**config.mk**
```make
export PLATFORM = sky130hd
export DESIGN_NAME = uart_tx
export DESIGN_NICKNAME = d
export VERILOG_FILES = /design/src/rtl/uart_tx.sv
export SDC_FILE = /design/constraint.sdc
export NUM_CORES = 1
export LEC_CHECK = 0
export BUFFER_PORTS_ARGS = -buffer_cell sky130_fd_sc_hd__buf_2
export CORE_MARGIN = 10
export CORE_UTILIZATION = 60
export CTS_CLUSTER_DIAMETER = 100
export CTS_CLUSTER_SIZE = 10
export DETAILED_ROUTE_END_ITERATION = 7
export GPL_TIMING_DRIVEN = 0
export PLACE_DENSITY_LB_ADDON = 0.08
export SETUP_SLACK_MARGIN = 0.15
export SYNTH_ARGS = -nofsm -noshare
export SYNTH_HDL_FRONTEND = slang
export SYNTH_SLANG_ARGS = --single-unit
```
**constraint.sdc**
```tcl
create_clock -name sys_clk -period 2.5 [get_ports sys_clk]
set_input_delay 0.125 -clock sys_clk [delete_from_list [all_inputs] [get_ports sys_clk]]
set_output_delay 0.125 -clock sys_clk [all_outputs]
set_load 0.03 [all_outputs]
```
**src/rtl/uart_tx.sv**
```systemverilog
// UART transmitter: start bit, NUM_DATA_BITS data bits LSB first, optional parity,
// NUM_STOP_BITS stop bits. Every output comes straight from a register.
module uart_tx #(
    parameter int SYS_FREQ_HZ   = 12_000_000,
    parameter int BAUD_RATE     = 115_200,
    parameter int NUM_DATA_BITS = 8,
    parameter int PARITY        = 0,
    parameter int NUM_STOP_BITS = 1
) (
    input  logic                     sys_clk,
    input  logic                     rst_n,
    input  logic                     tx_start,
    input  logic [NUM_DATA_BITS-1:0] transmit_data,
    output logic                     write_ready,
    output logic                     write_done,
    output logic                     tx_out,
    output logic [2:0]               dbg_state_o
);

    localparam int CLKS_PER_BIT = SYS_FREQ_HZ / BAUD_RATE;
    localparam int CNT_W        = (CLKS_PER_BIT > 1) ? $clog2(CLKS_PER_BIT) : 1;
    localparam int BIT_W        = $clog2(NUM_DATA_BITS);
    localparam logic [CNT_W-1:0] CNT_LAST  = CNT_W'(CLKS_PER_BIT - 1);
    localparam logic [BIT_W-1:0] BIT_LAST  = BIT_W'(NUM_DATA_BITS - 1);
    localparam logic             STOP_LAST = 1'(NUM_STOP_BITS - 1);

    typedef enum logic [2:0] {
        S_IDLE   = 3'd0,
        S_START  = 3'd1,
        S_DATA   = 3'd2,
        S_PARITY = 3'd3,
        S_STOP   = 3'd4
    } state_t;

    state_t                   state_q;
    logic [CNT_W-1:0]         baud_cnt_q;
    logic [BIT_W-1:0]         bit_cnt_q;
    logic                     stop_cnt_q;
    logic [NUM_DATA_BITS-1:0] shift_q;
    logic                     parity_q;
    logic                     tx_q;
    logic                     ready_q;
    logic                     done_q;
    logic                     bit_end;

    assign bit_end     = (baud_cnt_q == CNT_LAST);
    assign tx_out      = tx_q;
    assign write_ready = ready_q;
    assign write_done  = done_q;
    assign dbg_state_o = state_q;

    // Handshake: a request is taken at a rising edge where tx_start=1 and
    // write_ready=1; write_ready then stays low until the write_done cycle,
    // and tx_start seen while write_ready=0 is dropped, never queued.
    always_ff @(posedge sys_clk) begin
        if (!rst_n) begin
            state_q    <= S_IDLE;
            baud_cnt_q <= '0;
            bit_cnt_q  <= '0;
            stop_cnt_q <= 1'b0;
            shift_q    <= '0;
            parity_q   <= 1'b0;
            tx_q       <= 1'b1;
            ready_q    <= 1'b1;
            done_q     <= 1'b0;
        end else begin
            done_q <= 1'b0;
            if (state_q != S_IDLE) begin
                baud_cnt_q <= bit_end ? '0 : baud_cnt_q + CNT_W'(1);
            end
            case (state_q)
                S_IDLE: begin
                    if (tx_start) begin
                        shift_q    <= transmit_data;
                        // Odd parity is the inverted XOR of the payload.
                        parity_q   <= (^transmit_data) ^ 1'(PARITY == 1);
                        baud_cnt_q <= '0;
                        tx_q       <= 1'b0;
                        ready_q    <= 1'b0;
                        state_q    <= S_START;
                    end
                end
                S_START: begin
                    if (bit_end) begin
                        tx_q      <= shift_q[0];
                        bit_cnt_q <= '0;
                        state_q   <= S_DATA;
                    end
                end
                S_DATA: begin
                    if (bit_end) begin
                        if (bit_cnt_q == BIT_LAST) begin
                            stop_cnt_q <= 1'b0;
                            if (PARITY != 0) begin
                                tx_q    <= parity_q;
                                state_q <= S_PARITY;
                            end else begin
                                tx_q    <= 1'b1;
                                state_q <= S_STOP;
                            end
                        end else begin
                            shift_q   <= shift_q >> 1;
                            tx_q      <= shift_q[1];
                            bit_cnt_q <= bit_cnt_q + BIT_W'(1);
                        end
                    end
                end
                S_PARITY: begin
                    if (bit_end) begin
                        tx_q       <= 1'b1;
                        stop_cnt_q <= 1'b0;
                        state_q    <= S_STOP;
                    end
                end
                S_STOP: begin
                    if (bit_end) begin
                        if (stop_cnt_q == STOP_LAST) begin
                            tx_q    <= 1'b1;
                            ready_q <= 1'b1;
                            done_q  <= 1'b1;
                            state_q <= S_IDLE;
                        end else begin
                            stop_cnt_q <= 1'b1;
                        end
                    end
                end
                default: begin
                    tx_q    <= 1'b1;
                    ready_q <= 1'b1;
                    state_q <= S_IDLE;
                end
            endcase
        end
    end

endmodule

```
**After elaboration in Yosys (flattened, before gate mapping)**

Cells that the tools add are included.

- Bits in read-only memories: 0
- Output and inout port bits: 6
- Word-level logic and storage cells: 74
- RAM bits: 0
- Bits in latches: 0
- Memories kept: 0
- Input port bits: 11
- Register bits: 25

- Bitwise gates (word level): 1
- Reduce and logical (&&, ||, !) cells: 13
- Add/subtract/negate cells: 2
- Shift operators: 0
- $mul: 0
- Mux-type cells: 36
- Divide/modulo/power cells: 0
- Magnitude comparators: 0
- Equal/unequal tests: 14

Operators by type and width:

| cell | number |
|---|---|
| 3-bit 2-to-1 mux | 10 |
| 7-bit 2-to-1 mux | 4 |
| 8-bit 2-to-1 mux | 3 |
| 2-bit inequality test, second input constant | 8 |
| 8-bit case mux with 2 select lines | 1 |
| 3-bit case mux with 5 select lines | 1 |
| 1-bit 2-to-1 mux | 13 |
| 4-bit AND reduction | 3 |
| 7-bit by 1-bit adder with 7-bit output, second input constant | 1 |
| 7-bit equality test, second input constant | 1 |
| 7-bit AND reduction | 1 |
| 3-bit by 2-bit equality test with 1-bit output, second input constant | 2 |
| 3-bit equality test, second input constant | 2 |
| 1-bit case mux with 3 select lines | 2 |
| 3-bit case mux with 2 select lines | 1 |
| 6-bit AND reduction | 1 |
| 3-bit nonzero test | 2 |
| 1-bit case mux with 5 select lines | 1 |
| 5-bit AND reduction | 1 |
| 2-bit nonzero test | 2 |
| 3-bit by 1-bit adder with 3-bit output, second input constant | 1 |
| 3-bit by 1-bit equality test with 1-bit output, second input constant | 1 |
| 3-bit zero test | 1 |
| 3-bit AND reduction | 1 |
| 2 further kinds | 2 |

**Logic depth before layout (Yosys ltp)**

Gate-level depths: netlist (run 1).

- Depth after elaboration: 5
- Depth in mapped cells: 8

**Least setup slack after synthesis (run 1)**

Ideal clock, no wire load.

- Path kind: register to register
- Start point: register state_q[0] (netlist: dbg_state_o[0])
- End point: register shift_q[0]
- Clock period less this slack: 1699 ps
- Cell stages (with the launch flop): 8
- Setup time: 116 ps
- Slack: 801 ps
- Arrival time: 1583 ps
- Cells stage by stage: dfxtp_1 buf_6 nor3_4 and2_1 buf_6 or2_1 buf_6 o211a_1

- Longest elaborated chain between the ends: 3

Ends and longest elaborated chain:

| item | RTL line | source |
|---|---|---|
| start, declared | 35 | `state_t state_q;` |
| start signal, assigned | 57 | `state_q <= S_IDLE;` |
| start signal, assigned | 80 | `state_q <= S_START;` |
| start signal, assigned | 87 | `state_q <= S_DATA;` |
| 3-bit by 2-bit equality test with 1-bit output or 3-bit zero test (tied branches) | 71 | `case (state_q)` |
| 2-bit inequality test (no source line) or 2-bit nonzero test (tied branches) | - |  |
| 4-bit AND reduction (no source line) | - |  |
| end signal, assigned | 74 | `shift_q <= transmit_data;` |
| end signal, assigned | 102 | `shift_q <= shift_q >> 1;` |
| end, declared | 39 | `logic [NUM_DATA_BITS-1:0] shift_q;` |

Several ways; a longest one is shown, not always the timed one.
A chain may end at the register's enable or synchronous reset.

**Worst setup path in the final report (run 1)**

- Start point: register bit_cnt_q[0]
- End point: register shift_q[6]

- Longest elaborated chain between the ends: 3

Ends and longest elaborated chain:

| item | RTL line | source |
|---|---|---|
| start, declared | 37 | `logic [BIT_W-1:0] bit_cnt_q;` |
| start signal, assigned | 104 | `bit_cnt_q <= bit_cnt_q + BIT_W'(1);` |
| 3-bit equality test | 92 | `if (bit_cnt_q == BIT_LAST) begin` |
| 2-bit inequality test (no source line) | - |  |
| 4-bit AND reduction (no source line) | - |  |

No other way between the ends.

==> impl_metrics.env, run 1 <==
export IMPL_slew_violations=0
export IMPL_skew_ns=0.0110
export IMPL_worstPathMaxFanout=8
export IMPL_fillers=173
export IMPL_hp_class="primary input to register"
export IMPL_drt_wl_total_mm=2.65
export IMPL_final_cell_mix="24 x dfxtp_1, 16 x buf_2, 13 x nand2_1, 13 x o21ai_0"
export IMPL_antenna_found_initial=0
export IMPL_avgSynthCellArea_sq_um=9.27
export IMPL_async_flop_share_pct=0
export IMPL_postCtsSetupBuffers=0
export IMPL_start_util_pct=64.7
export IMPL_cp_cell_sequence="ha_1 -> ha_1 -> nor4b_2 -> and3_1 -> buf_6 -> or2_1 -> buf_6 -> o211a_1"
export IMPL_p_leak_nw=0.624
export IMPL_cts_tree="done"
export IMPL_final_hold_violation_count=0
export IMPL_period_share_pct=73.0
export IMPL_first_pass_iters=4
export IMPL_p_per_area_nw_per_um2=467
export IMPL_synth_area_sq_um=1310
export IMPL_yosys_warnings=0
export IMPL_port_buffers=16
export IMPL_max_freq_mhz=548
export IMPL_peakVddDrop_v=0.000395
export IMPL_ys_ff_latch=24
export IMPL_post_cts_resized=0
export IMPL_nNetsFinal=176
export IMPL_worstMarginPinSlew_ns=0.411
export IMPL_htreeDepth=1
export IMPL_drv_cap=0
export IMPL_critPathArrivalTime_ns=2.07
export IMPL_worstPathRequired_ns=2.75
export IMPL_netlist_instances=141
export IMPL_gp_congestion=0.848
export IMPL_slowest_delay_ns=0.34
export IMPL_dp_hpwl_mm=2.03
export IMPL_wl_per_cell_um=14.2
export IMPL_drt_iter0_drc=47
export IMPL_final_area_sq_um=1440
export IMPL_ant_nets=0
export IMPL_clk_latency_ns=0.30
export IMPL_grt_use_total_pct=12.2
export IMPL_relSlewSlack_pct=72.6
export IMPL_yosys_most_used_dff="dfxtp_1"
export IMPL_seq_area_frac_synth_pct=36.7
export IMPL_status="completed"
export IMPL_setup_viol=0
export IMPL_die_h_um=66.7
export IMPL_die_area_sq_um=4450
export IMPL_synth_edf_count=0
export IMPL_rows=16
export IMPL_drc=0
export IMPL_cts_sinks=24
export IMPL_vias=1118
export IMPL_postPlaceCellArea_sq_um=1420
export IMPL_grt_overflow=0
export IMPL_antenna_cells=0
export IMPL_rsz0062_at_grt="no"
export IMPL_final_common_cell="dfxtp_1"
export IMPL_fin_crit_ns=1.82
export IMPL_cts_hold_buffers=0
export IMPL_syn_to_final_growth_pct=10.4
export IMPL_io_pins=17
export IMPL_clk_pin_slew_worst_paths_ns=0.13
export IMPL_slowest_stage="dfxtp_1"
export IMPL_synth_net_count=155
export IMPL_cts_root_buf="clkbuf_4"
export IMPL_cts_buffer_depth=2
export IMPL_worstSetupPathType="register to register"
export IMPL_vias_per_cell=5.98
export IMPL_grt_first_pass_wirelength_mm=4.49
export IMPL_grt_pass1_vias=1071
export IMPL_crit_path_end_kind="register"
export IMPL_setup_tns_ns=0
export IMPL_drive_gt1_share_pct=21.3
export IMPL_die_width_um=66.7
export IMPL_critPathLaunchType="register"
export IMPL_numCtsBuffers=3
export IMPL_yosysUniqueCellTypes=41
export IMPL_core_sq_um=2020
export IMPL_grt_max_degree=13
## registers in the layout, indices dropped and copies added (netlist names)
register and count:
tx_out 1, baud_cnt_q 7, shift_q 8, dbg_state_o 3, bit_cnt_q 3, write_done 1, write_ready 1
## layout make-up
cell class	instances	area (sq um)	area share (%)
Buffer	9	82.6	5.72
Timing Repair Buffer	16	80.1	5.55
Multi-Input combinational cell	107	741	51.3
Clock buffer	3	22.5	1.56
Sequential cell	24	480	33.3
Inverter	1	3.75	0.260
Tap cell	27	33.8	2.34
## Yosys cell counts, drive strengths merged, types with 3 or more instances
master | number | share of area [%]
dfxtp | 24 | 37
ha | 3 | 2.9
and3 | 3 | 1.4
nor2 | 9 | 2.8
o21ai | 14 | 5.4
a21boi | 5 | 2.9
nor2b | 3 | 1.4
mux2i | 7 | 5.4
nand3 | 4 | 1.5
o211a | 8 | 6.1
a21oi | 6 | 2.3
buf | 7 | 5.7
nand2 | 13 | 3.7
and2 | 3 | 1.4
## worst max-delay path, delay by kind of cell, from the launching register on
kind / cells / cell delay, ns
adder cells (fa/ha/maj): 2 / 0.42
flip-flops: 1 / 0.34
AND/OR/NAND/NOR: 3 / 0.61
buffers and inverters: 2 / 0.25
AO/OA/AOI/OAI: 1 / 0.14
## layer usage
layer  up-vias  GRT usage [%]  part of all wire, %
met3         2           2.51                  4.8
met2        26           20.5                   49
met1       529           15.0                   46
met5         -              0                    0
met4         0           3.66                 0.34
li1        561              -                    -
## logic make-up after synthesis
group	count (synthesis)	synth area share, %
AND/OR/NAND/NOR	51	23.7
AO/OA/AOI/OAI	44	23.0
flip-flops	24	36.7
buffers and inverters	10	6.60
multiplexers	9	7.08
adder cells (fa/ha/maj)	3	2.87
## through the flow
step                      utilization [%]  worst slack [ns]  power, W  hold slack (ns)  instances
after floorplan                         -             0.801  0.000492            0.271        141
final                                71.4             0.676  0.000674           0.0557        187
after detailed placement             70.3             0.719  0.000521            0.376        184
after global routing                 71.4             0.544  0.000705           0.0694        187
after CTS                            71.4             0.687  0.000678           0.0524        187
after global placement               70.3             0.775  0.000517            0.359        184
## power breakdown
part | total, W | switching, W | internal (W)
sequential | 0.000410 | 0.00000997 | 0.000400
combinational | 0.000103 | 0.0000564 | 0.0000467
clock | 0.000161 | 0.000105 | 0.0000561
total | 0.000674 | 0.000171 | 0.000503
## final timing paths
| kind | startpoint | end | slack (ns) | cells past startpoint |
|---|---|---|---|---|
| max | bit_cnt_q[0] | shift_q[6] | 0.68 | 8 |
| min | transmit_data[7] | shift_q[7] | 0.06 | 3 |
| max reg2reg | bit_cnt_q[0] | shift_q[6] | 0.68 | 8 |
| min reg2reg | shift_q[7] | shift_q[7] | 0.46 | 2 |
No activity file was read; power rests on OpenSTA's default activity.
==> run 2, diff against run 1 <==
CORE_UTILIZATION = 56   (was 60)
clock period = 1.8 ns   (was 2.5 ns; I/O delays follow)
==> run 2 against run 1 <==
- clock skew shrank 0.0034 ns
- largest cell class unchanged
- die area increased by 5.0%
- sequential share of layout area is 2.2 points lower
- power rose by 65%
- critical endpoint is now shift_q[1]
- final area rose by 8.8%
==> impl_metrics.env, run 2 (synthesis gave the netlist of run 1 again) <==
export IMPL_gp_congestion=0.829
export IMPL_seqPwrFrac_pct=51.4
export IMPL_vias=1128
export IMPL_die_h_um=68.3
export IMPL_ant_nets=0
export IMPL_multiInputGateArea_sq_um=792
export IMPL_p_switching_w=0.000262
export IMPL_syn_to_final_growth_pct=20.2
export IMPL_start_util_pct=59.1
export IMPL_fin_crit_ns=1.66
export IMPL_die_width_um=68.3
export IMPL_worstMarginPinSlew_ns=0.407
export IMPL_fillers=187
export IMPL_setup_viol=0
export IMPL_wl_per_cell_um=14.8
export IMPL_antenna_cells=0
export IMPL_period_share_pct=92.3
export IMPL_port_buffers=16
export IMPL_peakVddDrop_v=0.000597
export IMPL_clkPwrFrac_pct=35.2
export IMPL_slew_violations=0
export IMPL_status="completed"
export IMPL_antenna_found_initial=0
export IMPL_final_hold_violation_count=0
export IMPL_drt_wl_total_mm=2.88
export IMPL_drv_cap=0
export IMPL_hold_slack_ns=0.00505
export IMPL_intPower_w=0.000850
export IMPL_hp_class="primary input to register"
export IMPL_grt_first_pass_wirelength_mm=4.93
export IMPL_dp_hpwl_mm=2.05
export IMPL_skew_ns=0.00755
export IMPL_drc=0
export IMPL_drt_iter0_drc=59
export IMPL_cts_buffer_depth=2
export IMPL_critPathArrivalTime_ns=1.93
export IMPL_rows=17
export IMPL_top_regs="shift_q x8, baud_cnt_q x7"
export IMPL_utilization_pct=71.0
export IMPL_grt_overflow=0
export IMPL_vias_per_cell=5.81
export IMPL_seqCellArea_sq_um=488
export IMPL_die_area_sq_um=4670
export IMPL_first_pass_iters=4
export IMPL_critPathLaunchType="register"
export IMPL_rsz0062_at_grt="yes"
export IMPL_final_common_cell="dfxtp_1"
export IMPL_relSlewSlack_pct=72.8
export IMPL_cts_root_buf="clkbuf_4"
export IMPL_crit_path_end_kind="register"
export IMPL_grt_pass1_vias=1110
export IMPL_numCtsBuffers=3
export IMPL_final_cell_mix="18 x dfxtp_1, 16 x buf_2, 13 x nand2_1, 13 x o21ai_0"
export IMPL_nNetsFinal=181
export IMPL_worstPathRequired_ns=2.07
export IMPL_htreeDepth=1
export IMPL_postPlaceCellArea_sq_um=1430
export IMPL_grt_use_total_pct=13.2
export IMPL_p_leak_nw=0.658
export IMPL_grt_max_degree=15
export IMPL_setup_tns_ns=0
export IMPL_clk_latency_ns=0.31
export IMPL_pwr_share_comb_pct=13.3
export IMPL_drive_gt1_share_pct=30.1
export IMPL_cts_sinks=24
export IMPL_regMostFlops="shift_q"
export IMPL_cts_tree="done"
export IMPL_worstSetupPathType="register to register"
export IMPL_largest_reg_flops=8
export IMPL_final_area_sq_um=1570
export IMPL_p_per_area_nw_per_um2=707
export IMPL_max_freq_mhz=602
export IMPL_io_pins=17
export IMPL_core_sq_um=2210
export IMPL_swShare_pct=23.5
export IMPL_worstPathMaxFanout=8
export IMPL_clk_pin_slew_worst_paths_ns=0.14
[run 2: cell types whose count changed in the layout (fill, tap and decap cells not counted), sizes merged]
cell / delta
buf: +5
bufinv: +1
[run 2: stage by stage]
step	total power, W	worst slack [ns]	cells
after global placement	0.000719	0.0719	185
after detailed placement	0.000724	0.0225	185
after CTS	0.00112	0.151	194
final	0.00111	0.138	194
after floorplan	0.000683	0.159	141
after global routing	0.00116	0.0915	194
[run 2: layout make-up]
cell class	count	area share, %
Multi-Input combinational cell	107	50.4
Sequential cell	24	31.1
Timing Repair Buffer	21	7.48
Buffer	9	5.25
Tap cell	28	2.23
Clock inverter	1	1.91
Clock buffer	3	1.43
Inverter	1	0.239
[run 2: layer usage]
metal  part of all wire, %  track usage [%]
met2                    51             23.5
met5                     0                0
met4                  0.49             3.02
met3                   5.7             3.26
met1                    43             15.5
[run 2: critical path: stages (launching register included)]
cell     delay [ns]
dfxtp_2        0.36
ha_4           0.16
ha_4           0.17
nor4b_4        0.24
and3_1         0.21
buf_6          0.11
or2_1          0.10
buf_6          0.12
o211a_1        0.14
[run 2: power groups by stage]
stage | Clock [W] | Sequential (W) | Combinational, W
after detailed placement | 0 | 0.000582 | 0.000142
after floorplan | 0 | 0.000591 | 0.0000922
after global placement | 0 | 0.000580 | 0.000139
after global routing | 0.000418 | 0.000574 | 0.000166
final | 0.000392 | 0.000572 | 0.000148
after CTS | 0.000399 | 0.000571 | 0.000147
[run 2: path summary, 6_finish.rpt]
path                            slack [ns]             start          to  cells past startpoint
worst max-delay path                  0.14      bit_cnt_q[0]  shift_q[1]                      8
worst min-delay path                 0.005  transmit_data[7]  shift_q[7]                      3
worst min register to register        0.47        shift_q[7]  shift_q[7]                      2
worst max register to register        0.14      bit_cnt_q[0]  shift_q[1]                      8
[run 2: repair_timing]
action	CTS	global route
buffers inserted	5	0
gates resized for setup	11	0
hold buffers	0	0
pin swaps	1	1
endpoints found under the hold margin	0	0
endpoints found under the setup margin	9	10
==> run 3, diff against run 2 <==
RECOVER_POWER = 25   (was not set)
==> run 3 against run 2 <==
- sequential share of layout area increased by 0.15 points
- utilization decreased by 0.34 points
- cell count unchanged
- first-iteration DRC count decreased by 5.1%
- flip-flop and latch count unchanged
- non-clock buffer count unchanged
- clock power about the same
- wire length about the same
- critical path depth unchanged
- register-to-register slack about the same
- fmax decreased by 0.11%
- power decreased by 0.17%
- critical path type unchanged
- largest cell class unchanged
==> impl_metrics.env, run 3 (synthesis gave the netlist of run 1 again) <==
export IMPL_syn_to_final_growth_pct=19.6
export IMPL_gp_congestion=0.829
export IMPL_reg2regPathDepth=8
export IMPL_numCtsBuffers=3
export IMPL_ant_nets=0
export IMPL_p_leak_nw=0.637
export IMPL_rsz0062_at_grt="yes"
export IMPL_antenna_cells=0
export IMPL_core_sq_um=2210
export IMPL_rows=17
export IMPL_die_h_um=68.3
export IMPL_vias=1133
export IMPL_timing_rr_start="bit_cnt_q[0]"
export IMPL_drv_cap=0
export IMPL_io_pins=17
export IMPL_hp_class="primary input to register"
export IMPL_grt_use_total_pct=13.2
export IMPL_cts_buffer_depth=2
export IMPL_grt_max_degree=15
export IMPL_critPathLaunchType="register"
export IMPL_final_common_cell="dfxtp_1"
export IMPL_clk_latency_ns=0.31
export IMPL_cts_tree="done"
export IMPL_dp_hpwl_mm=2.05
export IMPL_r2r_end="shift_q[1]"
export IMPL_largest_reg_flops=8
export IMPL_grt_first_pass_wirelength_mm=4.93
export IMPL_cts_sinks=24
export IMPL_drive_gt1_share_pct=26.5
export IMPL_peakVddDrop_v=0.000597
export IMPL_slew_violations=0
export IMPL_fillers=187
export IMPL_crit_path_end_kind="register"
export IMPL_vias_per_cell=5.84
export IMPL_drt_iter0_drc=56
export IMPL_regMostFlops="shift_q"
export IMPL_p_per_area_nw_per_um2=709
export IMPL_hold_path_depth=3
export IMPL_critPathArrivalTime_ns=1.93
export IMPL_status="completed"
export IMPL_top_regs="shift_q x8, baud_cnt_q x7"
export IMPL_final_hold_violation_count=0
export IMPL_max_freq_mhz=601
export IMPL_grt_pass1_vias=1110
export IMPL_grt_overflow=0
export IMPL_drt_wl_total_mm=2.88
export IMPL_skew_ns=0.00736
export IMPL_clk_pin_slew_worst_paths_ns=0.14
export IMPL_die_area_sq_um=4670
export IMPL_start_util_pct=59.1
export IMPL_cts_root_buf="clkbuf_4"
export IMPL_relSlewSlack_pct=72.9
export IMPL_worstPathRequired_ns=2.07
export IMPL_setup_tns_ns=0
export IMPL_drc=0
export IMPL_min_to="shift_q[7]"
export IMPL_hp_start="transmit_data[7]"
export IMPL_period_share_pct=92.4
export IMPL_worstMarginPinSlew_ns=0.406
export IMPL_final_cell_mix="18 x dfxtp_1, 13 x nand2_1, 13 x o21ai_0"
export IMPL_antenna_found_initial=0
export IMPL_die_width_um=68.3
export IMPL_nNetsFinal=181
export IMPL_fin_crit_ns=1.66
export IMPL_htreeDepth=1
export IMPL_setup_viol=0
export IMPL_final_cells=194
export IMPL_ff2ff_setup_slack_ns=0.14
export IMPL_worstPathMaxFanout=8
export IMPL_worstSetupPathType="register to register"
export IMPL_first_pass_iters=4
export IMPL_port_buffers=16
export IMPL_place_inst=185
export IMPL_wl_per_cell_um=14.8
-- run 3: changes by cell type in the layout (fill, tap and decap cells not counted), sizes merged --
cell    change
buf         -6
clkbuf      +6
-- run 3: routing by layer --
metal | global-route usage (%) | vias up | part of all wire, %
met5 | 0 | - | 0
met4 | 3.02 | 0 | 0.49
met3 | 3.26 | 2 | 5.8
met2 | 23.5 | 24 | 51
met1 | 15.5 | 541 | 42
li1 | - | 566 | -
-- run 3: metrics by stage --
step | cell area [sq um] | hold slack (ns) | power [W] | utilization [%] | worst slack [ns]
floorplan | 1310 | 0.236 | 0.000683 | - | 0.159
global placement | 1430 | 0.324 | 0.000719 | 64.5 | 0.0719
detailed placement | 1430 | 0.341 | 0.000724 | 64.5 | 0.0225
CTS | 1570 | 0.000626 | 0.00112 | 71.0 | 0.151
global route | 1560 | 0.0178 | 0.00116 | 70.7 | 0.0915
finish | 1560 | 0.00522 | 0.00111 | 70.7 | 0.137
-- run 3: worst max-delay path: stages (launching register included) --
cell	delay (ns)
dfxtp_2	0.36
ha_4	0.16
ha_4	0.17
nor4b_4	0.24
and3_1	0.21
buf_6	0.11
or2_1	0.10
buf_6	0.12
o211a_1	0.14
-- run 3: power breakdown --
part           internal [W]  switching (W)
registers          0.000556      0.0000154
logic             0.0000666      0.0000796
clock network      0.000225       0.000166
-- run 3: what timing repair did --
| action | CTS | global route |
|---|---|---|
| setup endpoints to repair | 9 | 10 |
| setup buffers | 5 | 0 |
| hold buffers | 0 | 0 |
| cloned | 0 | 0 |
| pin swaps | 1 | 1 |
| resized for setup | 11 | 0 |
-- run 3: worst max-delay path by stage --
stage                         startpoint         end  slack, ns  cells after the start
after floorplan           dbg_state_o[1]      tx_out       0.16                      5
after global placement      bit_cnt_q[0]  shift_q[5]       0.07                      8
after detailed placement    bit_cnt_q[0]  shift_q[1]       0.02                      8
after CTS                  baud_cnt_q[1]  shift_q[1]       0.15                      7
after global routing        bit_cnt_q[0]  shift_q[2]       0.09                      8
final                       bit_cnt_q[0]  shift_q[1]       0.14                      8
-- run 3: area by class of cell --
cell class	instances	area (sq um)	share of cell area (%)
clock buffers	3	22.5	1.44
multi-input cells	107	792	50.6
repair buffers	21	110	7.04
inverters	1	3.75	0.240
clock inverters	1	30.0	1.92
well taps	28	35.0	2.24
plain buffers	9	82.6	5.28
flip-flops and latches	24	488	31.2
